--- src/rtl/cp_pipeline.sv ---
// Clocked model of a Muller/Sutherland micropipeline: a chain of C-element control bits,
// each gating a capture register, with two-phase or four-phase bundled-data handshakes.
module cp_pipeline #(
   parameter int DATA_W = 8,
   parameter int DEPTH  = 4,
   parameter int PHASE  = 2
) (
   input  logic                       clk,
   input  logic                       rst_n,
   input  logic                       in_req,
   input  logic [DATA_W-1:0]          in_data,
   output logic                       in_ack,
   output logic                       out_req,
   output logic [DATA_W-1:0]          out_data,
   input  logic                       out_ack,
   output logic [$clog2(DEPTH+1)-1:0] occ
);

   localparam int OCC_W = $clog2(DEPTH+1);

   logic [DEPTH-1:0]  c_q;
   logic [DEPTH-1:0]  c_d;
   logic [DEPTH-1:0]  cap_s;
   logic [DEPTH+1:0]  ext_s;
   logic [DATA_W-1:0] d_q    [DEPTH];
   logic [DATA_W-1:0] d_d    [DEPTH];
   logic [DATA_W-1:0] dsrc_s [DEPTH];
   logic [OCC_W-1:0]  occ_s;

   // Control chain with both environment signals: ext_s[i] is c[i-1], ext_s[i+2] is c[i+1]
   always_comb begin
      ext_s = {out_ack, c_q, in_req};
   end

   // C-element update: a stage follows its predecessor once the successor has moved on
   always_comb begin
      c_d = c_q;
      for (int i = 0; i < DEPTH; i++) begin
         if (ext_s[i] == ~ext_s[i+2]) begin
            c_d[i] = ext_s[i];
         end else begin
            c_d[i] = c_q[i];
         end
      end
   end

   // Capture strobes: every transition in two-phase, rising edges only in four-phase
   always_comb begin
      cap_s = '0;
      if (PHASE == 4) begin
         cap_s = c_d & ~c_q;
      end else begin
         cap_s = c_d ^ c_q;
      end
   end

   // Capture-register next state, each stage fed from its upstream neighbour
   always_comb begin
      for (int i = 0; i < DEPTH; i++) begin
         dsrc_s[i] = (i == 0) ? in_data : d_q[(i == 0) ? 0 : i-1];
         d_d[i]    = cap_s[i] ? dsrc_s[i] : d_q[i];
      end
   end

   // Occupancy: one per stage whose control bit differs from its successor's
   always_comb begin
      occ_s = '0;
      for (int i = 0; i < DEPTH; i++) begin
         occ_s = occ_s + OCC_W'(ext_s[i+1] ^ ext_s[i+2]);
      end
   end

   // Pipeline state registers; reset drops every token at once
   always_ff @(posedge clk or negedge rst_n) begin
      if (!rst_n) begin
         c_q <= '0;
         for (int i = 0; i < DEPTH; i++) begin
            d_q[i] <= '0;
         end
      end else begin
         c_q <= c_d;
         for (int i = 0; i < DEPTH; i++) begin
            d_q[i] <= d_d[i];
         end
      end
   end

   assign in_ack   = c_q[0];
   assign out_req  = c_q[DEPTH-1];
   assign out_data = d_q[DEPTH-1];
   assign occ      = occ_s;

endmodule

--- config.mk ---
export PLATFORM = sky130hd
export DESIGN_NAME = cp_pipeline
export DESIGN_NICKNAME = d
export VERILOG_FILES = /design/src/rtl/cp_pipeline.sv
export SDC_FILE = /design/constraint.sdc
export NUM_CORES = 1
export LEC_CHECK = 0
export ABC_AREA = 0
export BUFFER_PORTS_ARGS = -buffer_cell sky130_fd_sc_hd__buf_4
export CAP_MARGIN = 5
export CORE_ASPECT_RATIO = 0.8
export CORE_MARGIN = 1.5
export CORE_UTILIZATION = 35
export DETAILED_ROUTE_END_ITERATION = 8
export PLACE_DENSITY = 0.54
export SETUP_SLACK_MARGIN = 0.15
export SLEW_MARGIN = 30
export SYNTH_ARGS = -nofsm -noshare
export SYNTH_HDL_FRONTEND = slang
export SYNTH_SLANG_ARGS = --single-unit
--- constraint.sdc ---
create_clock -name clk -period 2.4 [get_ports clk]
set_input_delay 0.12 -clock clk [delete_from_list [all_inputs] [get_ports clk]]
set_output_delay 0.12 -clock clk [all_outputs]
set_load 0.01 [all_outputs]
==> results of run 1 <==
[per-layer routing]
layer | up-vias | share of wire (%)
met5 | - | 0
met4 | 0 | 1.4
met3 | 9 | 2.1
met2 | 23 | 47
met1 | 1023 | 49
li1 | 1055 | -
[state kept, by name, summed over array words and instances (netlist names)]
signal,count
c_q,4
d_q,24
out_data,8
[layout by cell type, fill, tap and decap left out, drive strengths merged]
cell,Yosys,final
a211oi,8,8
a21o,1,1
and2,2,2
buf,35,36
bufinv,0,1
clkbuf,4,6
clkinv,0,1
dfrtp,36,36
dlygate4sd3,0,1
fa,1,1
ha,2,2
inv,5,5
maj3,2,2
mux2i,1,1
nand2,1,1
nand2b,2,2
nand3,1,1
nand3b,8,8
nor2,8,8
nor2b,35,35
nor3,24,24
nor3b,24,24
o21ai,41,41
o221a,8,8
o22ai,8,8
o311a,16,16
o31ai,8,8
xnor2,2,2
xor2,1,1
[per-stage QoR]
stage / util, % / setup slack [ns] / power [mW]
floorplan: - / 0.226 / 3.24
global placement: 38.1 / 0.403 / 3.67
detailed placement: 38.1 / 0.379 / 3.72
CTS: 40.7 / 0.168 / 4.47
global route: 41.2 / 0.123 / 4.91
finish: 41.2 / 0.178 / 4.49
[worst max path at each step]
| stage | start | end | slack [ns] | depth (start not counted) |
|---|---|---|---|---|
| floorplan | c_q[3]$_DFF_PN0_ | occ[1] | 0.23 | 8 |
| global placement | c_q[2]$_DFF_PN0_ | occ[1] | 0.40 | 7 |
| detailed placement | c_q[2]$_DFF_PN0_ | occ[1] | 0.38 | 7 |
| CTS | c_q[2]$_DFF_PN0_ | occ[1] | 0.17 | 7 |
| global route | c_q[2]$_DFF_PN0_ | occ[1] | 0.12 | 7 |
| finish | c_q[2]$_DFF_PN0_ | occ[1] | 0.18 | 7 |
[what timing repair did]
action | 4_1_cts | 5_1_grt
setup buffers | 3 | 1
gates resized for setup | 9 | 3
hold endpoints to repair | 36 | 0
endpoints found under the setup margin | 2 | 1
pin swaps | 1 | 3
hold buffers | 1 | 0
[worst max-delay path, cell delays in order (launching register included)]
cell and delay [ns]:
dfrtp_2 0.44, buf_6 0.14, xnor2_4 0.12, fa_1 0.53
inv_1 0.04, ha_2 0.18, ha_4 0.26, buf_6 0.09
[kinds of logic (layout without fill, tap and decap cells)]
group	after synthesis	in the layout	share of synthesized area, %
simple gates	105	105	25.3
mux	1	1	0.878
xor+xnor	3	3	1.02
fa+ha+maj	5	5	2.54
compound gates	90	90	24.7
flops	36	36	35.1
buf+inv	44	50	10.5
[cell type report]
class / count / area (µm²) / share of cell area, %
inverter: 5 / 18.8 / 0.652
tap: 87 / 109 / 3.78
clock buffer: 6 / 72.6 / 2.52
multi-input combinational: 204 / 1450 / 50.4
clock inverter: 2 / 35.0 / 1.22
sequential: 36 / 903 / 31.4
timing repair buffer: 37 / 288 / 10.0
[where the power goes]
| group | total [mW] | leakage [nW] | switching (mW) | internal (mW) |
|---|---|---|---|---|
| logic | 2.68 | 0.583 | 1.31 | 1.37 |
| registers | 1.27 | 0.391 | 0.352 | 0.921 |
| clock network | 0.543 | 0.0552 | 0.235 | 0.309 |
| total | 4.49 | 1.03 | 1.89 | 2.60 |
==> flow_summary.toml, run 1 <==
[clock_network]
cts_buffers = 5
clk-insertion-delay-late_ns = 0.29
htreeDepth = 2
cts-root-buf = "clkbuf_8"
path_clk_slew_ns = 0.08
cts.path.max_buffers = 2
numClockSinks = 36
cts_tree = "built"

[yosys]
ys.flop_type = "dfrtp_1"
synth.net_count = 299
avgSynthCellArea_um2 = 9.04
synth.distinct_cells = 30
synth_warnings = 0
netlist_area_um2 = 2570
async_flop_share_pct = 100
syn_inst = 284
ys_seq_area_share_pct = 35.1
synth_seq_cells = 36
synth_area_leader_cell = "dfrtp_1"
synth.top_cell.area_share_pct = 35.1
synth_commonest_cells = "dfrtp_1, nor2b_1, o21ai_0, nor3_1, nor3b_1"
synth_top_cells_by_area = "dfrtp_1, nor2b_1, nor3b_1"
synth_edf_count = 0
synth_most_common_cell = "dfrtp_1"

[floorplan]
die_h_um = 79.6
start_util_pct = 36.7
dieArea_um2 = 7860
core_area_um2 = 6990
ios = 25
chipWidth_um = 98.7
rows = 27

[sta]
drv_slew = 0
fin_crit_ns = 2.22
setup_violations = 0
hold_viol = 0
hold_slack_ns = 0.109
finalSetupTns_ns = 0
fin_skew_ns = 0.00754
tightest_slew_ns = 0.535
maxSlewHeadroom_pct = 64.4
fin_crit_sh_pct = 92.6
max_freq_ghz = 0.450
rsz0062_at_grt = "true"

[final_layout]
final_area_um2 = 2880
antennaDiodeCount = 0
fin_nets = 304
final_cells = 377
fillCellCount = 699
drive_above_1_share_pct = 21.0
syn2layout_area_growth_pct = 12.1

[setup_path]
regToRegSetupSlack_ns = 0.73
required_ns = 2.28
worstSetupStartpointType = "register"
r2r-start = "c_q[2]$_DFF_PN0_"
end_kind = "output pin"
reg2reg_to = "d_q[21]$_DFFE_PN0P_"
reg2regPathDepth = 4
critical_path_class = "register to output pin"
cp.arrival_ns = 2.10
cp_max_fo = 4

[routing]
drcViolationCount = 0
drtPass1Iterations = 6
final_antenna_net_count = 0
vias = 2110
drt-wirelength-per-cell_um = 14.6
drt_iter0_drc = 177
drt-vias-per-instance = 5.60
wl_mm = 5.49

[pwr]
power.density_nw_per_um2 = 1560
p_leak_nw = 1.03
peakVddDrop_mv = 0.800

[min_path]
worstHoldStart = "in_data[0]"
whs_endpoint = "d_q[24]$_DFFE_PN0P_"
hold_depth = 2
hp-class = "input port to register"

[run_status]
status = "finished clean"

[flow_run]
drv_cap = 0

[placement]
dpl.hpwl_mm = 3.36
gp_congestion = 0.665
placed_area_um2 = 2670
io_buffers = 24
numPlacedInstances = 364

[grt]
grtUsageMet1_pct = 19.1
grt_pass1_vias = 1941
antenna_found_initial = 0
grt-busiest-layer = "met2"
grt_overflow = 0
grt_pass1_wl_mm = 9.31
grt_max_degree = 62
grtUsageMet2_pct = 24.9
use_met3_pct = 2.36
grt_use_total_pct = 14.7
Note: power is estimated with default switching activity, not from simulation.
==> run 2, diff against run 1 <==
--- a/config.mk
+++ b/config.mk
@@ -11,8 +11,10 @@
 export CORE_ASPECT_RATIO = 0.8
 export CORE_MARGIN = 1.5
 export CORE_UTILIZATION = 35
+export CTS_BUF_LIST = sky130_fd_sc_hd__clkbuf_2 sky130_fd_sc_hd__clkbuf_4 sky130_fd_sc_hd__clkbuf_8
 export DETAILED_ROUTE_END_ITERATION = 8
-export PLACE_DENSITY = 0.54
+export PLACE_DENSITY = 0.56
+export REMOVE_ABC_BUFFERS = 1
 export SETUP_SLACK_MARGIN = 0.15
 export SLEW_MARGIN = 30
 export SYNTH_ARGS = -nofsm -noshare
==> constraint.sdc (replaced) <==
create_clock -name clk -period 1.9 [get_ports clk]
set_input_delay 0.095 -clock clk [delete_from_list [all_inputs] [get_ports clk]]
set_output_delay 0.095 -clock clk [all_outputs]
set_load 0.01 [all_outputs]
==> run 2 against run 1 <==
  * The flow now finishes with violations (negative setup slack)
  * Register-to-register slack got worse by 0.57 ns
  * Largest power group unchanged
  * Sequential share of layout area about the same
  * Combinational power rose by 31%
==> flow_summary.toml, run 2 (synthesis results as in run 1) <==
[floorplan]
start_util_pct = 36.7
dieArea_um2 = 7860
core_area_um2 = 6990
rows = 27
ios = 25
chipWidth_um = 98.7
die_h_um = 79.6

[final_layout]
final_cells = 374
fin_nets = 301
final_util_pct = 41.1
syn2layout_area_growth_pct = 12.1
top_register = "d_q"
multi_input_area_um2 = 1460
fillCellCount = 693
final_cell_mix = "dfrtp_1, nor2b_1, o21ai_0, buf_4"
final_common_cell = "dfrtp_1"
largest_reg_flops = 24
antennaDiodeCount = 0
drive_above_1_share_pct = 20.9
seqCellArea_um2 = 903

[setup_path]
worstSetupStartpointType = "register"
end_kind = "output pin"
critical_path_class = "register to output pin"
cp_max_fo = 3
reg2regPathDepth = 4
regToRegSetupSlack_ns = 0.16
required_ns = 1.80
cp.arrival_ns = 2.05

[sta]
setup_violations = 3
max_freq_ghz = 0.466
fin_crit_ns = 2.15
hold_slack_ns = 0.0953
maxSlewHeadroom_pct = 56.2
fin_crit_sh_pct = 113
fin_skew_ns = 0.00785
tightest_slew_ns = 0.656
drv_slew = 0
finalSetupTns_ns = -0.510
rsz0062_at_grt = "true"
layout_setup_ws_ns = -0.248
hold_viol = 0

[placement]
numPlacedInstances = 365
gp_congestion = 0.753
dpl.hpwl_mm = 3.39
io_buffers = 24

[min_path]
hp-class = "input port to register"
hold_depth = 2

[routing]
wl_mm = 5.47
drtPass1Iterations = 6
vias = 2102
final_antenna_net_count = 0
drcViolationCount = 0
drt-wirelength-per-cell_um = 14.6
drt_iter0_drc = 108
drt-vias-per-instance = 5.62

[clock_network]
cts_buffers = 5
cts.path.max_buffers = 2
numClockSinks = 36
cts-root-buf = "clkbuf_8"
cts_setup_buffers = 0
htreeDepth = 2
path_clk_slew_ns = 0.08
cts_tree = "built"
clk-insertion-delay-late_ns = 0.29

[flow_run]
drv_cap = 0

[run_status]
violations = "negative setup slack"
status = "finished with violations"

[grt]
grt_pass1_wl_mm = 9.47
grt_pass1_vias = 1979
grt_use_total_pct = 14.7
antenna_found_initial = 0
grt_overflow = 0
grt_max_degree = 76

[pwr]
peakVddDrop_mv = 2.84
power.density_nw_per_um2 = 2020
p_leak_nw = 1.02
-- run 2: cell types whose count changed in the layout (fill, tap and decap cells not counted), sizes merged --
cell / change
buf: -3
-- run 2: area by class of cell --
type	instances	area share (%)
clock buffer	6	2.65
multi-input combinational	204	50.8
tap	87	3.78
clock inverter	2	1.22
inverter	5	0.652
sequential	36	31.4
timing repair buffer	34	9.48
-- run 2: worst paths after layout --
path / from / end
worst min register to register: out_data[1]$_DFFE_PN0P_ / out_data[1]$_DFFE_PN0P_
worst max register to register: c_q[2]$_DFF_PN0_ / d_q[22]$_DFFE_PN0P_
worst max-delay path: c_q[2]$_DFF_PN0_ / occ[1]
min in group asynchronous: rst_n / d_q[28]$_DFFE_PN0P_
worst min-delay path: in_data[0] / d_q[24]$_DFFE_PN0P_
max in group asynchronous: rst_n / c_q[2]$_DFF_PN0_
-- run 2: metal layers --
| layer | track usage, % | vias up | routed length (µm) |
|---|---|---|---|
| li1 | - | 1051 | - |
| met1 | 20.6 | 1007 | 2850 |
| met2 | 23.7 | 40 | 2400 |
| met3 | 3.33 | 4 | 193 |
| met4 | 2.29 | 0 | 20 |
| met5 | 0 | - | 0 |
-- run 2: metrics by stage --
step	power, mW	area, µm²	setup WS (ns)
final	5.82	2880	-0.248
after global routing	6.34	2880	-0.315
after CTS	5.82	2870	-0.259
after detailed placement	4.69	2670	-0.0396
after global placement	4.65	2670	-0.0373
after floorplan	3.66	2310	-0.970
-- run 2: where the power goes --
part	switching (mW)	leakage, nW	total (mW)	internal [mW]
Combinational	1.70	0.572	3.52	1.82
Sequential	0.445	0.391	1.61	1.16
Clock	0.283	0.0586	0.687	0.404
Total	2.43	1.02	5.82	3.39
-- run 2: what timing repair did --
action                                  CTS  global route
hold buffers                              1             0
gates cloned                              0             0
pin swaps                                 2             2
endpoints found under the hold margin    36             0
endpoints found under the setup margin    3            15
gates resized for setup                  15             1
-- run 2: critical path, stage by stage (launching register included) --
cell and delay [ns]:
dfrtp_2 0.43, buf_6 0.13, xnor2_4 0.12, fa_1 0.55, inv_2 0.05, ha_4 0.15
ha_4 0.23, buf_6 0.11
